**src/rtl/inv_key_expansion.sv**
```systemverilog
// Reverse AES-128 key schedule: loaded with the round-10 key, it emits round keys
// 10 down to 0 over a valid/ready handshake, computing one step every three cycles.
module inv_key_expansion (
    input  logic         clk,
    input  logic         reset,
    input  logic         start,
    input  logic [127:0] keyInput,
    output logic         busy,
    output logic [127:0] keyOutput,
    output logic [3:0]   keyRound,
    output logic         keyValid,
    input  logic         keyReady,
    output logic         done
);
    typedef enum logic [2:0] {
        S_IDLE = 3'd0,
        S_OUT  = 3'd1,
        S_XOR  = 3'd2,
        S_SUB  = 3'd3,
        S_DONE = 3'd4
    } state_t;

    state_t       state_q, state_d;
    logic [127:0] key_q, key_d;
    logic [3:0]   round_q, round_d;
    logic [31:0]  rot_q, rot_d;
    logic [31:0]  sub_word;
    logic [31:0]  rcon_word;
    logic [31:0]  w0, w1, w2, w3;

    function automatic logic [7:0] gf_mul(input logic [7:0] a, input logic [7:0] b);
        logic [7:0] acc;
        logic [7:0] sh;
        acc = 8'h00;
        sh  = a;
        for (int i = 0; i < 8; i++) begin
            if (b[i]) acc = acc ^ sh;
            sh = {sh[6:0], 1'b0} ^ (sh[7] ? 8'h1b : 8'h00);
        end
        return acc;
    endfunction

    // S-box as GF(2^8) inverse (x^254) followed by the AES affine transform.
    function automatic logic [7:0] sbox(input logic [7:0] x);
        logic [7:0] sq;
        logic [7:0] inv;
        sq  = x;
        inv = 8'h01;
        for (int i = 1; i < 8; i++) begin
            sq  = gf_mul(sq, sq);
            inv = gf_mul(inv, sq);
        end
        return inv ^ {inv[6:0], inv[7]} ^ {inv[5:0], inv[7:6]}
                   ^ {inv[4:0], inv[7:5]} ^ {inv[3:0], inv[7:4]} ^ 8'h63;
    endfunction

    function automatic logic [31:0] rcon(input logic [3:0] r);
        logic [7:0] rc;
        case (r)
            4'd1:    rc = 8'h01;
            4'd2:    rc = 8'h02;
            4'd3:    rc = 8'h04;
            4'd4:    rc = 8'h08;
            4'd5:    rc = 8'h10;
            4'd6:    rc = 8'h20;
            4'd7:    rc = 8'h40;
            4'd8:    rc = 8'h80;
            4'd9:    rc = 8'h1b;
            4'd10:   rc = 8'h36;
            default: rc = 8'h00;
        endcase
        return {rc, 24'h000000};
    endfunction

    assign w0 = key_q[127:96];
    assign w1 = key_q[95:64];
    assign w2 = key_q[63:32];
    assign w3 = key_q[31:0];

    // One shared S-box lane per byte of the rotated word.
    genvar gi;
    generate
        for (gi = 0; gi < 4; gi++) begin : g_sub_lane
            assign sub_word[gi*8 +: 8] = sbox(rot_q[gi*8 +: 8]);
        end
    endgenerate

    assign rcon_word = rcon(round_q);

    always_ff @(posedge clk) begin
        if (reset) begin
            state_q <= S_IDLE;
            key_q   <= '0;
            round_q <= '0;
            rot_q   <= '0;
        end else begin
            state_q <= state_d;
            key_q   <= key_d;
            round_q <= round_d;
            rot_q   <= rot_d;
        end
    end

    always_comb begin
        state_d = state_q;
        case (state_q)
            S_IDLE:  if (start) state_d = S_OUT;
            S_OUT:   if (keyReady) state_d = (round_q == 4'd0) ? S_DONE : S_XOR;
            S_XOR:   state_d = S_SUB;
            S_SUB:   state_d = S_OUT;
            S_DONE:  state_d = S_IDLE;
            default: state_d = S_IDLE;
        endcase
    end

    // w0 stays in place during XOR so SUB can fold it into the new p0.
    always_comb begin
        key_d   = key_q;
        round_d = round_q;
        rot_d   = rot_q;
        case (state_q)
            S_IDLE: begin
                if (start) begin
                    key_d   = keyInput;
                    round_d = 4'd10;
                end
            end
            S_XOR: begin
                key_d[95:0] = {w1 ^ w0, w2 ^ w1, w3 ^ w2};
                rot_d       = {w3[23:0] ^ w2[23:0], w3[31:24] ^ w2[31:24]};
            end
            S_SUB: begin
                key_d[127:96] = w0 ^ sub_word ^ rcon_word;
                round_d       = (round_q != 4'd0) ? round_q - 4'd1 : round_q;
            end
            default: ;
        endcase
    end

    always_comb begin
        keyValid = (state_q == S_OUT);
        busy     = (state_q != S_IDLE);
        done     = (state_q == S_DONE);
    end

    assign keyOutput = key_q;
    assign keyRound  = round_q;

endmodule

```
**config.mk**
```make
export PLATFORM = sky130hd
export DESIGN_NAME = inv_key_expansion
export DESIGN_NICKNAME = d
export VERILOG_FILES = /design/src/rtl/inv_key_expansion.sv
export SDC_FILE = /design/constraint.sdc
export NUM_CORES = 2
export LEC_CHECK = 0
export CAP_MARGIN = 30
export CORE_MARGIN = 2
export CORE_UTILIZATION = 30
export CTS_CLUSTER_DIAMETER = 200
export CTS_CLUSTER_SIZE = 10
export DETAILED_ROUTE_END_ITERATION = 12
export PLACE_DENSITY = 0.43
export RECOVER_POWER = 50
export SLEW_MARGIN = 20
export SYNTH_ARGS = -nofsm -noshare
export SYNTH_HDL_FRONTEND = slang
export SYNTH_SLANG_ARGS = --single-unit
export TNS_END_PERCENT = 20
```
**constraint.sdc**
```tcl
create_clock -name clk -period 40.2 [get_ports clk]
set_input_delay 8.04 -clock clk [delete_from_list [all_inputs] [get_ports clk]]
set_output_delay 8.04 -clock clk [all_outputs]
set_load 0.02 [all_outputs]
```
After elaboration in Yosys (flattened, before gate mapping)
Memories as Yosys holds them, arrays and structs flattened. A register that Yosys moved wholly into a read port is not among the register bits.
Cells that the tools add are included.
W data, S select, Z words.
{"block": "word_totals", "ramBits": 0, "memories": 1, "output_inout_bits": 135, "elab_cells": 1631, "latch_bits": 0, "input_bits": 132, "mem_bits_ro": 128, "regBits": 167}
{"block": "classes", "magnitude_cmp": 0, "n_reduce_logical": 10, "n_mul": 0, "eq_ne": 7, "n_bitwise": 783, "mux": 824, "n_addsub": 1, "shifts": 0, "div": 0}
{"memory": "(no name shown)", "words": 16, "word_bits": 8, "read_ports": 1, "rd_ports_with_merged_regs": 1, "wr": 0, "line": "59", "text": "case (r)"}
{"cell": "$mux W8", "count": 420}
{"cell": "$xor A8 B8 Y8", "count": 381}
{"cell": "$xor A8 B5 Y8", "count": 364}
{"cell": "$mux W5", "count": 368}
{"cell": "$pmux W96 S2", "count": 1}
{"cell": "$xor A32 B32 Y32", "count": 5}
{"cell": "$mux W128", "count": 1}
{"cell": "$pmux W32 S2", "count": 1}
{"cell": "$mux W4", "count": 8}
{"cell": "$mux W7", "count": 4}
{"cell": "$not A1 Y1 const A", "count": 28}
{"cell": "$mux W6", "count": 4}
{"cell": "$xor A24 B24 Y24", "count": 1}
{"cell": "$mux W3", "count": 7}
{"cell": "$not A4 Y4", "count": 4}
{"cell": "$pmux W3 S4", "count": 1}
{"cell": "$mux W2", "count": 4}
{"cell": "$pmux W4 S2", "count": 1}
{"cell": "$eq A3 B2 Y1 const B", "count": 2}
{"cell": "$reduce_and A2 Y1", "count": 3}
{"cell": "$logic_not A4 Y1", "count": 1}
{"cell": "$mux W1", "count": 4}
{"cell": "$ne A2 B2 Y1 const B", "count": 2}
{"cell": "$reduce_bool A2 Y1", "count": 2}
{"cell": "8 further kinds", "count": 8}

Longest topological paths before layout
{"block": "logic_depth", "word_depth": 135, "mapped_depth": 72, "mapped_depth_nobuf": 59}

Worst setup path after synthesis
OpenSTA, ideal clock, no wires.
{"block": "synth_path", "kind": "reg2reg", "from": "register rot_q[31]", "to": "register key_q[120], in the netlist keyOutput[120]", "t_arrival_ns": 15.296, "path_buffers": 8, "required_time_ns": 40.124, "setup_time_ns": 0.076, "stages_incl_launch_ff": 64, "period_less_slack_ns": 15.372, "setup_slack_ns": 24.828, "cell_sequence": "dfxtp_1 > ha_1 > buf_2 > mux2i_1 > xnor3_1 > xnor3_2 > xnor2_1 > ha_1 > clkbuf_1 > xnor3_1 > o21ai_1 > o211a_1 > xor3_2 > inv_2 > buf_2 > ha_1 > clkbuf_1 > xnor3_1 > [28 not listed] > xnor2_2 > xor2_1 > nand2_1 > xnor2_1 > xor2_1 > or4_4 > and2_1 > buf_2 > xor2_1 > xnor3_1 > nand2_1 > xnor3_1 > xnor3_1 > xnor2_2 > xnor2_1 > xnor2_2 > xnor3_1 > o22ai_1"}
{"block": "synth_via", "elab_chain_len": 132, "word_cells_on_any_way": 389, "classes_between": "mux: 200; bitwise: 189"}
{"element": "start: declaration", "line": "26", "text": "logic [31:0] rot_q, rot_d;"}
{"element": "start signal: assignment", "line": "100", "text": "rot_q <= rot_d;"}
{"element": "$mux W5 / $mux W8 (equally long branches)", "line": "38, 37"}
{"element": "$xor A8 B5 Y8 / $xor A8 B8 Y8 (equally long branches)", "line": "38, 37"}
{"element": "$xor A8 B8 Y8 / $mux W8 (equally long branches)", "line": "37", "text": "if (b[i]) acc = acc ^ sh;"}
{"element": "$mux W8 / $xor A8 B8 Y8 (equally long branches)", "line": "37"}
{"element": "$xor A8 B8 Y8 / $mux W8 (equally long branches)", "line": "37"}
{"element": "$mux W8 / $xor A8 B8 Y8 (equally long branches)", "line": "37"}
{"element": "$xor A8 B8 Y8 / $mux W8 (equally long branches)", "line": "37"}
{"element": "$mux W8 / $xor A8 B8 Y8 (equally long branches)", "line": "37"}
{"element": "[114 not listed]"}
{"element": "$xor A8 B8 Y8", "line": "37"}
{"element": "$mux W8 (*)", "line": "37"}
{"element": "$xor A8 B8 Y8 (2 in series)", "line": "53", "text": "return inv ^ {inv[6:0], inv[7]} ^ {inv[5:0], inv[7:6]}"}
{"element": "$xor A8 B8 Y8", "line": "54", "text": "^ {inv[4:0], inv[7:5]} ^ {inv[3:0], inv[7:4]} ^ 8'h63;"}
{"element": "$xor A8 B8 Y8 (*)", "line": "54"}
{"element": "$not A4 Y4 (no source line) (*)"}
{"element": "$xor A32 B32 Y32 (*) (2 in series)", "line": "133", "text": "key_d[127:96] = w0 ^ sub_word ^ rcon_word;"}
{"element": "$pmux W32 S2 (*)", "line": "121", "text": "case (state_q)"}
{"element": "end signal: assignment", "line": "98", "text": "key_q <= key_d;"}
{"element": "end: declaration", "line": "24", "text": "logic [127:0] key_q, key_d;"}
Mark *: on every way between the ends. The rest lies on a longest branch, timed or not.
A chain may end at the register's enable or synchronous reset.

Worst setup path in the final report
{"block": "layout_path", "from": "register rot_q[31]", "to": "register key_q[125], in the netlist keyOutput[125]"}
Same word-level chain as after synthesis.

==> metrics.csv <==
metric,value,unit
detailed-route via count,60300,
RR Endpoint,keyOutput[125]$_SDFFE_PP0P_,
PnR worst setup slack,21.51,ns
crit-path most repeated cell,xnor2_1,
vias in the first global route,57700,
Longest Clk Path Bufs,2,
port bufs,266,
residual DRC count,0,
Synth area leaders,"xnor2_1, xnor3_1, nor2_1",
CORE AREA,209000,µm²
post-route insts no fill,11400,
Hold Buf Count CTS,0,
syn avg cell area,7.34,µm²
Placed Cells,11400,
predominant post-synthesis flop cell,dfxtp_1,
Synth Warn #,0,
Worst-Skew Late Latency,0.56,ns
worst hold stages,2,
final hold vios,0,
total grt overflow,0,
routed wire length,235000,µm
Die X,462,µm
drt wl/cell,20.6,µm
Std-Cell Rows,168,
Async SR Flop Fraction,0,%
top-area cell type share of the netlist area,22.7,%
RSZ-0062 raised after global routing,false,
CP max stage cell,xor3_2,
Max Slew Vio Count,171,
CTS tree,yes,
run status,finished with violations,
Placement Setup Slack,21.86,ns
root buf cell,clkbuf_16,
largest area contributor in the netlist,xnor2_1,
total CTS buffers,17,
Reg area,3500,µm²
FF-to-FF path depth,57,
Max stage delay on crit path,0.96,ns
MaxCap Viol Count,2,
initial core utilization,30.1,%
Worst EP arrival,18.87,ns
Critical Path RT,40.39,ns
GPL Wtd Cong,0.870,
CTS Sinks,175,
post-cts resize count,0,
#FFs+latches synth,175,
Final Cycle Share,46.5,%
Post-synth EDFFs,0,
Multi-input gate area,56900,µm²
area growth from synthesis to layout,11.2,%
hold_ws,0.503,ns
TNS Setup,0,ns
drt pass-1 iters,6,
gr usage total,21.3,%
initial antenna violation count,7,
Worst Setup End Kind,flip-flop,
Synth cell types,130,
Worst-Margin Slew,6.08,ns
Synth Cell Area,63000,µm²
hold_sp,keyOutput[73]$_SDFFE_PP0P_,
failing checks,"capacitance limit, slew limit",
syn_nets,8735,
post-synthesis cell count,8579,
Filler Cells Inserted,22400,
Post-CTS Setup Bufs,0,
Hold EP,keyOutput[73]$_SDFFE_PP0P_,
# setup viols final,0,
crit path time final,18.69,ns
DP HPWL,174000,µm
fmax,53.5,MHz
pin count of the biggest net entering global routing,108,
sequential-to-total area share from yosys stat,5.56,%
critical path type,reg -> reg,
Worst R2R Start,rot_q[31]$_SDFFE_PP0P_,
global-route wire length before repair,361000,µm
worst rel slew slack,-305,%
Hold Crit Class,reg -> reg,
DIE HEIGHT,462,µm
clock skew,0.0311,ns
IO Count,267,
Max Fanout on Critical Path,35,
First DRT Iteration DRCs,4373,
"commonest non-fill, non-tap cell in the layout",xnor2_1,
Final #Nets,8753,
antenna-violating nets left,0,
vias per cell,5.28,
Die ar.,214000,µm²
most frequent cells in the layout,"xnor2_1, nor2_1, nand2_1, a21oi_1",
layout cells sized above 1,9.06,%
r2r setup slk,21.51,ns
clk slew on worst S/H paths,0.09,ns
H-tree depth,4,
CP startpoint kind,flip-flop,
## how the worst max path moves through the flow
stage / start / endpoint
5_1_grt: rot_q[31]$_SDFFE_PP0P_ / keyOutput[125]$_SDFFE_PP0P_
2_1_floorplan: rot_q[31]$_SDFFE_PP0P_ / keyOutput[120]$_SDFFE_PP0P_
4_1_cts: rot_q[31]$_SDFFE_PP0P_ / keyOutput[120]$_SDFFE_PP0P_
3_3_place_gp: rot_q[31]$_SDFFE_PP0P_ / keyOutput[120]$_SDFFE_PP0P_
6_report: rot_q[31]$_SDFFE_PP0P_ / keyOutput[125]$_SDFFE_PP0P_
3_5_place_dp: rot_q[31]$_SDFFE_PP0P_ / keyOutput[120]$_SDFFE_PP0P_
## through the flow
stage / util, % / area (µm²)
global placement: 33.0 / 69100
global route: 33.5 / 70000
finish: 33.5 / 70000
floorplan: - / 63000
CTS: 33.4 / 69800
detailed placement: 33.1 / 69200
## sequential cells by signal (all words and copies together), names as in the netlist
signal	flops
rcon_word	8
keyRound	4
keyOutput	128
rot_q	32
state_q	3
## cells in the mapped netlist, types with 78 or more instances
cell type and number:
xor2_1 443, xnor2_2 125, o21ai_0 433, nor2b_1 78
a211oi_1 132, inv_1 83, mux2i_1 134, buf_2 129
a31oi_1 109, xnor3_1 259, xnor2_1 1632, nor3_1 250
clkbuf_1 360, o22ai_1 98, nand2_1 872, nor2_1 1282
o211ai_1 78, nand3_1 214, a21oi_1 462, dfxtp_1 175
## cell families (layout without fill, tap and decap cells)
group | count (synthesis) | in the layout | share of synthesized area, %
AND/OR/NAND/NOR | 3094 | 3094 | 21.6
XOR/XNOR | 2576 | 2576 | 45.5
AO/OA/AOI/OAI | 1848 | 1848 | 19.2
buffers and inverters | 686 | 717 | 4.78
flip-flops | 175 | 175 | 5.56
multiplexers | 173 | 173 | 2.87
adder cells (fa/ha/maj) | 27 | 27 | 0.525
other | 0 | 3 | 0
## per-layer routing
layer,global-route usage (%),routed length [µm]
met1,28.5,107000
met2,36.6,113000
met3,1.47,8080
met4,5.99,6500
met5,0,13
## critical path: cells and delay by family, from the launching register on
family | cells | cell delay [ns]
xor+xnor | 18 | 7.24
fa+ha+maj | 4 | 1.90
flops | 1 | 0.86
mux | 5 | 1.30
buf+inv | 4 | 0.99
simple gates | 10 | 2.75
compound gates | 16 | 3.23
## layout make-up
cell class,count,share of cell area (%)
diodes,3,0.0107
clock buffers,18,0.627
clock inverters,14,0.250
inverters,104,0.558
multi-input cells,7718,81.3
flip-flops and latches,175,5.01
well taps,2805,5.01
repair buffers,581,7.25
Power is not shown: default switching activity piles up to over one toggle a cycle in this logic, so the estimate is an artifact.
